[src/rtl/multicycle_sequencer.sv]
// multicycle_sequencer
//   Multi-cycle control sequencer for the RISC-V datapath. Steps every
//   instruction through FETCH, DECODE, EXEC, MEM and WB. In each state it
//   issues the PC, instruction register, register file, memory and ALU
//   controls, and it stalls in MEM until the data memory reports ready.
//
// Ports
//   clock            : single clock, rising edge
//   reset            : asynchronous, active-low; clears all state
//   opcode[6:0]      : instruction[6:0], sampled in DECODE
//   zero             : ALU zero flag, steers pcSource for beq in EXEC
//   memReady         : data memory completes the access this cycle (MEM only)
//   pcWrite/pcSource : PC load enable / 0=PC+4, 1=branch target
//   irWrite, rWrite  : instruction register / register file write enables
//   memRead/memWrite : data memory strobes
//   ALUSrc, ALUOp    : ALU operand select / 00 add, 01 sub, 10 funct
//   memoryToRegister : writeback source, 1 = memory
//   halted, busError : in HALT / HALT caused by memory timeout
//   retired[31:0]    : completed instruction count (wraps)
//   state[2:0]       : current state encoding, for debug
module multicycle_sequencer #(
   parameter int unsigned MEM_TIMEOUT = 15
) (
   input  logic        clock,
   input  logic        reset,
   input  logic [6:0]  opcode,
   input  logic        zero,
   input  logic        memReady,
   output logic        pcWrite,
   output logic        pcSource,
   output logic        irWrite,
   output logic        rWrite,
   output logic        memRead,
   output logic        memWrite,
   output logic        ALUSrc,
   output logic        memoryToRegister,
   output logic [1:0]  ALUOp,
   output logic        halted,
   output logic        busError,
   output logic [31:0] retired,
   output logic [2:0]  state
);

   typedef enum logic [2:0] {
      S_FETCH  = 3'd0,
      S_DECODE = 3'd1,
      S_EXEC   = 3'd2,
      S_MEM    = 3'd3,
      S_WB     = 3'd4,
      S_HALT   = 3'd5
   } state_e;

   typedef enum logic [1:0] {
      C_R   = 2'd0,
      C_LD  = 2'd1,
      C_SD  = 2'd2,
      C_BEQ = 2'd3
   } cls_e;

   localparam logic [6:0] OP_R   = 7'b0110011;
   localparam logic [6:0] OP_LD  = 7'b0000011;
   localparam logic [6:0] OP_SD  = 7'b0100011;
   localparam logic [6:0] OP_BEQ = 7'b1100011;

   // Last not-ready count before the timeout fires: the edge ending the
   // MEM_TIMEOUT-th not-ready cycle sees the counter at MEM_TIMEOUT-1.
   localparam logic [7:0] WAIT_LAST = 8'(MEM_TIMEOUT - 1);

   state_e      state_q, state_d;
   cls_e        cls_q, cls_d;
   logic [7:0]  wcnt_q, wcnt_d;
   logic        berr_q, berr_d;
   logic [31:0] retired_q;

   // raw (ungated) controls
   logic       pc_wr, pc_src, ir_wr, r_wr, m_rd, m_wr, alu_src, m2r;
   logic [1:0] alu_op;

   always_comb begin
      state_d = state_q;
      cls_d   = cls_q;
      wcnt_d  = wcnt_q;
      berr_d  = berr_q;
      pc_wr   = 1'b0;
      pc_src  = 1'b0;
      ir_wr   = 1'b0;
      r_wr    = 1'b0;
      m_rd    = 1'b0;
      m_wr    = 1'b0;
      alu_src = 1'b0;
      m2r     = 1'b0;
      alu_op  = 2'b00;
      case (state_q)
         S_FETCH: begin
            ir_wr   = 1'b1;
            state_d = S_DECODE;
         end
         S_DECODE: begin
            state_d = S_EXEC;
            case (opcode)
               OP_R:    cls_d = C_R;
               OP_LD:   cls_d = C_LD;
               OP_SD:   cls_d = C_SD;
               OP_BEQ:  cls_d = C_BEQ;
               default: state_d = S_HALT;
            endcase
         end
         S_EXEC: begin
            case (cls_q)
               C_R: begin
                  alu_op  = 2'b10;
                  state_d = S_WB;
               end
               C_LD, C_SD: begin
                  alu_src = 1'b1;
                  wcnt_d  = '0;        // fresh wait budget for this access
                  state_d = S_MEM;
               end
               default: begin         // C_BEQ: resolves and retires here
                  alu_op  = 2'b01;
                  pc_wr   = 1'b1;
                  pc_src  = zero;
                  state_d = S_FETCH;
               end
            endcase
         end
         S_MEM: begin
            alu_src = 1'b1;
            m_rd    = (cls_q == C_LD);
            m_wr    = (cls_q == C_SD);
            if (memReady) begin
               if (cls_q == C_LD) begin
                  state_d = S_WB;
               end else begin
                  pc_wr   = 1'b1;
                  state_d = S_FETCH;
               end
            end else if (wcnt_q == WAIT_LAST) begin
               berr_d  = 1'b1;
               state_d = S_HALT;
            end else begin
               wcnt_d = wcnt_q + 8'd1;
            end
         end
         S_WB: begin
            r_wr  = 1'b1;
            pc_wr = 1'b1;
            if (cls_q == C_R) alu_op = 2'b10;
            else              m2r    = 1'b1;
         end
         S_HALT: ;
         default: state_d = S_HALT;   // unreachable codes 6/7
      endcase
      if (state_q == S_WB) state_d = S_FETCH;
   end

   always_ff @(posedge clock or negedge reset) begin
      if (!reset) begin
         state_q   <= S_FETCH;
         cls_q     <= C_R;
         wcnt_q    <= '0;
         berr_q    <= 1'b0;
         retired_q <= '0;
      end else begin
         state_q <= state_d;
         cls_q   <= cls_d;
         wcnt_q  <= wcnt_d;
         berr_q  <= berr_d;
         if (pc_wr) retired_q <= retired_q + 32'd1;
      end
   end

   // Strobes are masked by reset so nothing leaks while reset is low,
   // including irWrite in the reset-held FETCH state.
   assign pcWrite          = pc_wr   & reset;
   assign pcSource         = pc_src  & reset;
   assign irWrite          = ir_wr   & reset;
   assign rWrite           = r_wr    & reset;
   assign memRead          = m_rd    & reset;
   assign memWrite         = m_wr    & reset;
   assign ALUSrc           = alu_src & reset;
   assign memoryToRegister = m2r     & reset;
   assign ALUOp            = alu_op  & {2{reset}};
   assign halted           = (state_q == S_HALT);
   assign busError         = berr_q;
   assign retired          = retired_q;
   assign state            = state_q;

endmodule

[config.mk]
export PLATFORM = sky130hd
export DESIGN_NAME = multicycle_sequencer
export DESIGN_NICKNAME = d
export VERILOG_FILES = /design/src/rtl/multicycle_sequencer.sv
export SDC_FILE = /design/constraint.sdc
export NUM_CORES = 1
export LEC_CHECK = 0
export CORE_UTILIZATION = 49
export CTS_CLUSTER_DIAMETER = 100
export DETAILED_ROUTE_END_ITERATION = 7
export GPL_TIMING_DRIVEN = 1
export PLACE_DENSITY = 0.88
export SETUP_SLACK_MARGIN = 0.3
export SYNTH_ARGS = -nofsm -noshare
export SYNTH_HDL_FRONTEND = slang
export SYNTH_SLANG_ARGS = --single-unit
[constraint.sdc]
create_clock -name clock -period 2.5 [get_ports clock]
set_input_delay 0.25 -clock clock [delete_from_list [all_inputs] [get_ports clock]]
set_output_delay 0.25 -clock clock [all_outputs]
set_load 0.01 [all_outputs]
==> metrics.cfg <==
[sta]
slew_viol_final=0
setup_viol=0
setup-tns-final_ns=0
tightest_slew_ns=0.430
fin_crit_ns=2.18
finalCritPeriodShare_pct=87.0
setup_ws_ns=0.324
fin_skew_ns=0.00786
hold_viol=0
fmax_mhz=460
rsz0062_at_grt=true
slew_headroom_pct=71.1

[cts]
cts_sinks=46
clk_latency_ns=0.30
cts_made_buffers=5
cts_tree=done
htree_levels=2
cts-root-buf=clkbuf_8
clock_path_buffers=2
clk_pin_slew_ns=0.09

[yosys]
synth_nets=257
yosysTopAreaCellShare_pct=46.8
synth_mux_area_share_pct=1.27
synth_area_leaders=dfrtp_1, xnor2_1, xor2_1
yosysUniqueCellTypes=43
synth_top_area_cell=dfrtp_1
ys_warn_count=0
synth-xor-area-share_pct=12.5
syn-cell-area_um2=2460
ys_ff_latch=46
synth_compound_area_share_pct=5.50
ys_dominant_reg_cell=dfrtp_1
synth-async-reset-ratio_pct=100
avgSynthCellArea_um2=10.3
synth_fa_ha_area_share_pct=4.48
synth_seq_area_share_pct=46.8
yosys.area_share.simple_pct=26.5
syn_inst=238
synth_edf_count=0
synth_top_family_by_area=simple AND/OR/NAND/NOR gates

[global_routing]
grt-ovfl-total=0
antenna_found_initial=0
grt_pass1_vias=1860
grt_use_met1_pct=26.2
groute.layer.met3.usage_pct=4.01
grt_max_degree=23
busiest_layer=met2
gr-usage-met2_pct=38.2
track_usage_pct=20.9
grt_pass1_wl_um=8620

[finish]
fillers=388
postLayoutCellArea_um2=3260
syn_to_final_growth_pct=32.5
drive_above_1_share_pct=9.87
instances_no_fill=371
antenna_cells=0
multi_input_area_um2=1250
finalNetCount=322
ff_latch_area_um2=1150

[routing]
first_iter_violations=122
drc=0
vias_per_cell=5.33
detail_route.wl_per_cell_um=13.7
dr_total_vias=1979
firstDrtPassIters=4
wirelength_um=5070
ant_nets=0

[worst_setup_path]
reg2reg_depth=8
cpPeakStageDelay_ns=0.56
worst_setup_path_end_kind=output pin
r2r_slack_ns=0.46
start_kind=flip-flop
worstReg2RegStart=cls_q[1]$_DFFE_PN0P_
rr_endpoint=retired[25]$_DFFE_PN0P_
critPathTopFamily=buffers and inverters
cp.required_ns=2.25
path_cells=inv_1 -> nand2_1 -> nor3_1 -> clkdlybuf4s50_1
crit_type=reg -> out
crit_path_max_fanout=11
critPathBufInv=2
cp_slowest_cell=clkdlybuf4s50_1
worstPathArrival_ns=1.93

[die]
pin_count=58
start_util_pct=51.4
design.core.area_um2=4790
die_y_um=72.8
design.die.area_um2=5300
die_x_um=72.8
rows=25

[flow_run]
max_cap_viol_count=0

[power]
p_total_mw=1.56
ir_drop_mv=0.316
p_per_area_nw_per_um2=478
leakage_nw=1.45

[placement]
gp_congestion=0.865
dpl.hpwl_um=3880
portBuffers=57
dp_cells=360
dp_slack_ns=0.310
placed_cell_area_um2=3110

[worst_hold_path]
min_path_type=in -> async

[run_status]
status=finished clean

synth_stat cells, types with 2 or more instances:
cell type and count:
nand2_1 18, ha_1 8, nand4_1 8, and3_1 7, nor3b_1 2, o211ai_1 2, xor2_1 12, nor2_1 18
and4bb_2 2, or3_1 2, mux2i_1 2, buf_2 4, dfrtp_1 46, and2_1 2, clkbuf_1 2, nor3_1 8
and4_1 6, nor4_2 2, a21oi_1 6, a21o_1 2, nor4_4 2, o21ai_0 3, inv_1 9, nand2b_1 5
nand3_1 20, xnor2_1 23
stage by stage:
stage               util [%]  hold slack (ns)
CTS                     67.6           0.0304
global route            68.1           0.0705
floorplan                  -          -0.0456
finish                  68.1           0.0479
detailed placement      64.9            0.111
global placement        64.9            0.107
where the power goes:
| part | switching [mW] | leakage, nW | total, mW | internal [mW] |
|---|---|---|---|---|
| Sequential | 0.0434 | 0.619 | 0.811 | 0.767 |
| Combinational | 0.0925 | 0.768 | 0.198 | 0.105 |
| Clock | 0.250 | 0.0585 | 0.549 | 0.300 |
routing by layer:
layer	vias up	wire (um)
met5	-	0
met4	0	27
met2	46	2630
met1	970	2230
li1	958	-
met3	5	176
placed cells by master, fill, tap and decap left out, types with 3 or more instances in the layout:
cell type	n
nand4_1	8
clkdlybuf4s50_1	55
dfrtp_1	46
inv_1	9
and3_1	7
nand2_1	17
nor2_1	18
buf_4	7
ha_1	8
o21ai_0	3
clkbuf_8	5
and4_1	6
nand3_1	20
nand2b_1	5
nor3_1	7
xnor2_1	23
a21oi_1	6
xor2_1	12
registers in the layout (all words and copies together), names as in the netlist:
name	flops
busError	1
state	3
wcnt_q	8
cls_q	2
retired	32
area by class of cell:
cell class	count	share of cell area [%]
clock buffer	5	2.11
clock inverter	3	1.34
inverter	9	1.04
multi-input combinational	176	38.3
sequential	46	35.3
tap	67	2.57
timing repair buffer	65	19.2
cell families (layout without fill, tap and decap cells):
kind of cell,count (synthesis),in the layout
xor+xnor,35,35
buf+inv,16,82
mux,3,3
flops,46,46
simple gates,110,110
fa+ha+maj,9,9
compound gates,19,19
what timing repair did:
| item | in CTS | in global routing |
|---|---|---|
| gates resized for setup | 3 | 2 |
| pin swaps | 0 | 2 |
| setup buffers | 0 | 2 |
| endpoints found under the hold margin | 4 | 0 |
| hold buffers | 1 | 0 |
| setup endpoints to repair | 3 | 15 |
how the worst max path moves through the flow:
| stage | start | endpoint | slack, ns | cells after the start |
|---|---|---|---|---|
| after floorplan | cls_q[1]$_DFFE_PN0P_ | retired[13]$_DFFE_PN0P_ | 0.63 | 8 |
| after global placement | memReady | retired[28]$_DFFE_PN0P_ | 0.37 | 7 |
| after detailed placement | memReady | retired[28]$_DFFE_PN0P_ | 0.31 | 7 |
| after CTS | state[2]$_DFFE_PN0P_ | pcSource | 0.22 | 5 |
| after global routing | state[0]$_DFFE_PN0P_ | memoryToRegister | 0.23 | 4 |
| final | state[0]$_DFFE_PN0P_ | memoryToRegister | 0.32 | 4 |
(Power assumes the default switching activity.)
==> RTL edit 1 (same flow settings) <==
Encoding of `cls_e`: now one-hot (4 bits for 4 values).
--- a/src/rtl/multicycle_sequencer.sv
+++ b/src/rtl/multicycle_sequencer.sv
@@ -51,9 +51,9 @@
    } state_e;
 
-   typedef enum logic [1:0] {
-      C_R   = 2'd0,
-      C_LD  = 2'd1,
-      C_SD  = 2'd2,
-      C_BEQ = 2'd3
+   typedef enum logic [3:0] {
+      C_R   = 4'b0001,
+      C_LD  = 4'b0010,
+      C_SD  = 4'b0100,
+      C_BEQ = 4'b1000
    } cls_e;
 
Behaviour: no difference found for any inputs over 10 cycles, from zero or initial values and one cycle with reset low; not proved beyond that.
==> RTL edit 1 against the original RTL <==
Worst setup slack better by 0.019 ns. Count of clock-buffer cells in the layout increased by 1. Die area grew 7.1%. Clock skew rose by 0.0052 ns. Utilization up 0.59 points. Largest cell class unchanged. Wire length rose by 18%. Design area grew 8.3%. Total power rose by 13%. Sequential cell count up 2. Area after synthesis up 7.3%.
==> RTL edit 1: results (changes against the original RTL) <==
stage,metric,value,unit,change
yosys,ys_top_cells_by_count,"47 x dfrtp_1, 27 x xor2_1, 21 x nand2_1",,
yosys,synthTopCellsByArea,"dfrtp_1 45%, xor2_1 9.0%, nor4_2 3.8%",,
cells_and_area,drive_above_1_share,0.171,,+0.0725
power,combinationalPower,394,uW,+99%
cts,cts_resized,5,,+2
cts,clk_pin_slew_worst_paths,0.10,ns,
hold_path,hold_path_class,in2async,,
cells_and_area,stdcell_count,403,,+8.6%
power,ir_drop,0.283,mV,-10%
worst_setup_path,cp_max_fo,4,,-7
yosys,syn_avg_cell_area,10.2,um2,-1.0%
cts,cts_buffers,5,,unchanged
global_route,grt_antenna_before_repair,0,,unchanged
drt,routed.top_layer,met3,,
drt,dr_wl_met3,334,um,+90%
timing,worst_slew_pin_slew,0.439,ns,+0.00966 ns
power,pwr-share-seq,0.498,,-0.022
yosys,synth_fp_nets,272,,+5.8%
cells_and_area,fin_nets,346,,+7.5%
cts,ctsHoldBuffers,2,,+1
drt,wl_met1,2.51,mm,+12%
drt,wl_per_cell,14.8,um,+8.2%
status,status,finished clean,,
cts,htree_levels,2,,unchanged
global_route,use_met1,0.274,,+0.0122
global_route,first_global_vias,2095,,+13%
global_route,grt_use_met3,0.0476,,+0.00756
placed_design,dpl_cell_area,3340,um2,+7.5%
yosys,synth_cell_types,48,,+12%
power,p_sw_frac,0.297,,+0.0496
power,p_leak,0.00161,uW,+11%
global_route,track_usage,0.222,,+0.0127
placed_design,place_congestion,0.812,,-6.1%
drt,num_vias,2202,,+11%
drt,wl_met2,3.12,mm,+18%
cells_and_area,n_antenna_cell,0,,unchanged
placed_design,dpl.hpwl,4.24,mm,+9.3%
yosys,ys.flop_type,dfrtp_1,,
worst_setup_path,arrival,1.91,ns,-0.02 ns
placed_design,numPortBuffers,57,,unchanged
placed_design,dp_cells,389,,+8.1%
cts,cts_buffer_depth,2,,unchanged
global_route,grt_pass1_wl,9.45,mm,+9.7%
global_route,grt_max_degree,34,,+48%
cells_and_area,largest_reg_flops,32,,unchanged
placed_design,place_ws,0.179,ns,-0.130 ns
power,power_density,498,nW/um2,+4.1%
cts,cts_setup_buffers,1,,+1
worst_setup_path,crit_slowest_cell,dfstp_2,,
global_route,met2_usage,0.397,,+0.0147
cts,clockRootBuffer,clkbuf_8,,
timing,skew,0.0131,ns,+0.00523 ns
drt,drt_iter0_drc,124,,+1.6%
drt,first_pass_iters,4,,unchanged
yosys,yosysSeqAreaShare,0.456,,-0.0123
==> RTL edit 1: changes by cell type after synthesis, sizes merged, moves of 4 or more <==
cell	unedited run	this run
xnor2	23	8
nor4	5	9
xor2	12	27
o21ai	3	9
nor3	8	14
inv	9	4
nand3	20	11
nor4b	0	6
or2	1	5
a21oi	6	1
ha	8	3
==> RTL edit 1: worst paths after layout <==
check | to | startpoint | cells past startpoint | slack (ns)
min in group clock | busError$_DFFE_PN0P_ | busError$_DFFE_PN0P_ | 1 | 0.47
min reg2reg | busError$_DFFE_PN0P_ | busError$_DFFE_PN0P_ | 1 | 0.47
max in group asynchronous | retired[6]$_DFFE_PN0P_ | reset | 3 | 1.77
min | retired[12]$_DFFE_PN0P_ | reset | 2 | 0.1
max reg2reg | retired[22]$_DFFE_PN0P_ | cls_q[0]$_DFFE_PN1P_ | 6 | 0.35
max | memoryToRegister | cls_q[0]$_DFFE_PN1P_ | 5 | 0.34
==> RTL edit 1: cell type report <==
cell class | instances | area (um2)
repair buffers | 75 | 711
flip-flops and latches | 48 | 1200
inverters | 4 | 15.0
well taps | 70 | 87.6
clock buffers | 6 | 82.6
fillers | 421 | 1610
multi-input cells | 198 | 1410
clock inverters | 2 | 15.0
==> RTL edit 1: kinds of logic (layout without fill, tap and decap cells) <==
logic type | after synthesis | in the layout | share of synthesized area
AND/OR/NAND/NOR | 132 | 132 | 0.312
flip-flops | 48 | 48 | 0.456
XOR/XNOR | 35 | 35 | 0.116
AO/OA/AOI/OAI | 20 | 20 | 0.0479
buffers and inverters | 12 | 87 | 0.0213
multiplexers | 8 | 8 | 0.0323
adder cells (fa/ha/maj) | 3 | 3 | 0.0142
==> RTL edit 2 (config.mk and constraints unchanged) <==
Without the edit above. The parameter `MEM_TIMEOUT` goes from 15 to 7.
--- a/src/rtl/multicycle_sequencer.sv
+++ b/src/rtl/multicycle_sequencer.sv
@@ -20,5 +20,5 @@
 //   state[2:0]       : current state encoding, for debug
 module multicycle_sequencer #(
-   parameter int unsigned MEM_TIMEOUT = 15
+   parameter int unsigned MEM_TIMEOUT = 7
 ) (
    input  logic        clock,
Formal check against the unedited RTL: same outputs for any inputs over 10 cycles, from zero or initial values and one cycle with reset low; that may be too few to reach the edited logic, so the function may still have changed.
==> RTL edit 2 against the original RTL <==
Worst setup slack improved by 0.066 ns. Clock power decreased by 16%. Highest routed layer unchanged. Design area increased by 5.4%. Critical path type unchanged. Area after synthesis increased by 5.1%. Total power increased by 0.63%. Wire length increased by 19%. Sequential cell count unchanged. Largest cell class unchanged.
==> RTL edit 2: results (changes against the original RTL) <==
stage,metric,value,unit,change
drt,num_vias,2187,,+11%
timing,worst_slew_pin_slew,0.611,ns,+0.181 ns
power,p_clk_frac,0.295,,-0.058
yosys,syn_avg_cell_area,10.4,um2,+0.90%
power,pwr-share-seq,0.530,,+0.010
status,status,finished clean,,
drt,dr_wl_met3,277,um,+57%
timing,skew,0.0115,ns,+0.00364 ns
drt,routed_wl,6.03,mm,+19%
yosys,synth_fp_nets,267,,+3.9%
global_route,met2_usage,0.410,,+0.0283
global_route,track_usage,0.228,,+0.0185
cells_and_area,drive_above_1_share,0.161,,+0.0622
worst_setup_path,arrival,1.86,ns,-0.07 ns
power,ir_drop,0.274,mV,-13%
power,power_switching,449,uW,+16%
drt,vias_per_cell,5.65,,+5.9%
power,combinationalPower,274,uW,+38%
worst_setup_path,cp_max_fo,19,,+8
placed_design,place_ws,0.322,ns,+0.0126 ns
placed_design,dpl.hpwl,4.14,mm,+6.7%
placed_design,dpl_cell_area,3220,um2,+3.7%
drt,drt_iter0_drc,135,,+11%
power,p_leak,0.00160,uW,+11%
global_route,first_global_vias,2058,,+11%
yosys,ys_top_cells_by_count,"46 x dfrtp_1, 30 x xor2_1, 15 x nor2_1",,
yosys,synthTopCellsByArea,"dfrtp_1 45%, xor2_1 10%, ha_1 3.9%",,
cells_and_area,fin_nets,335,,+4.0%
==> RTL edit 2: cell count changes in the layout (fill, tap and decap cells not counted), moves of 4 or more <==
cell,change
nand3_1,-11
nor4_1,+7
xor2_1,+18
nand2_1,-4
buf_4,+7
xnor2_1,-20
nor4_2,+4
nor2b_1,+4
==> RTL edit 2: kinds of logic (layout without fill, tap and decap cells) <==
logic type	after synthesis	count (layout)	share of synthesized area
mux	5	5	0.0208
xor+xnor	33	33	0.112
flops	46	46	0.445
buf+inv	18	87	0.0315
fa+ha+maj	8	8	0.0387
compound gates	20	20	0.0586
simple gates	118	118	0.293
==> RTL edit 2: final timing paths <==
check / startpoint / endpoint / slack [ns] / depth (start not counted)
setup reg to reg: cls_q[1]$_DFFE_PN0P_ / retired[1]$_DFFE_PN0P_ / 0.42 / 6
min in group clock: retired[31]$_DFFE_PN0P_ / retired[31]$_DFFE_PN0P_ / 0.47 / 1
hold / removal: reset / retired[28]$_DFFE_PN0P_ / 0.13 / 2
setup / recovery: state[0]$_DFFE_PN0P_ / memoryToRegister / 0.39 / 3
hold reg to reg: retired[31]$_DFFE_PN0P_ / retired[31]$_DFFE_PN0P_ / 0.47 / 1
max in group asynchronous: reset / retired[1]$_DFFE_PN0P_ / 1.89 / 2
==> RTL edit 2: final cells by class <==
class / instances / area, um2
Clock buffer: 5 / 68.8
Clock inverter: 3 / 21.3
Fill cell: 421 / 1670
Inverter: 7 / 26.3
Multi-Input combinational cell: 184 / 1390
Sequential cell: 46 / 1150
Tap cell: 70 / 87.6
Timing Repair Buffer: 72 / 687
==> RTL edit 2: timing repair <==
item / 4_1_cts / 5_1_grt
hold endpoints to repair: 3 / 0
setup endpoints to repair: 5 / 9
pin swaps: 0 / 1
resized for setup: 7 / 7
hold buffers: 1 / 0
gates cloned: 0 / 0
buffers inserted: 1 / 9
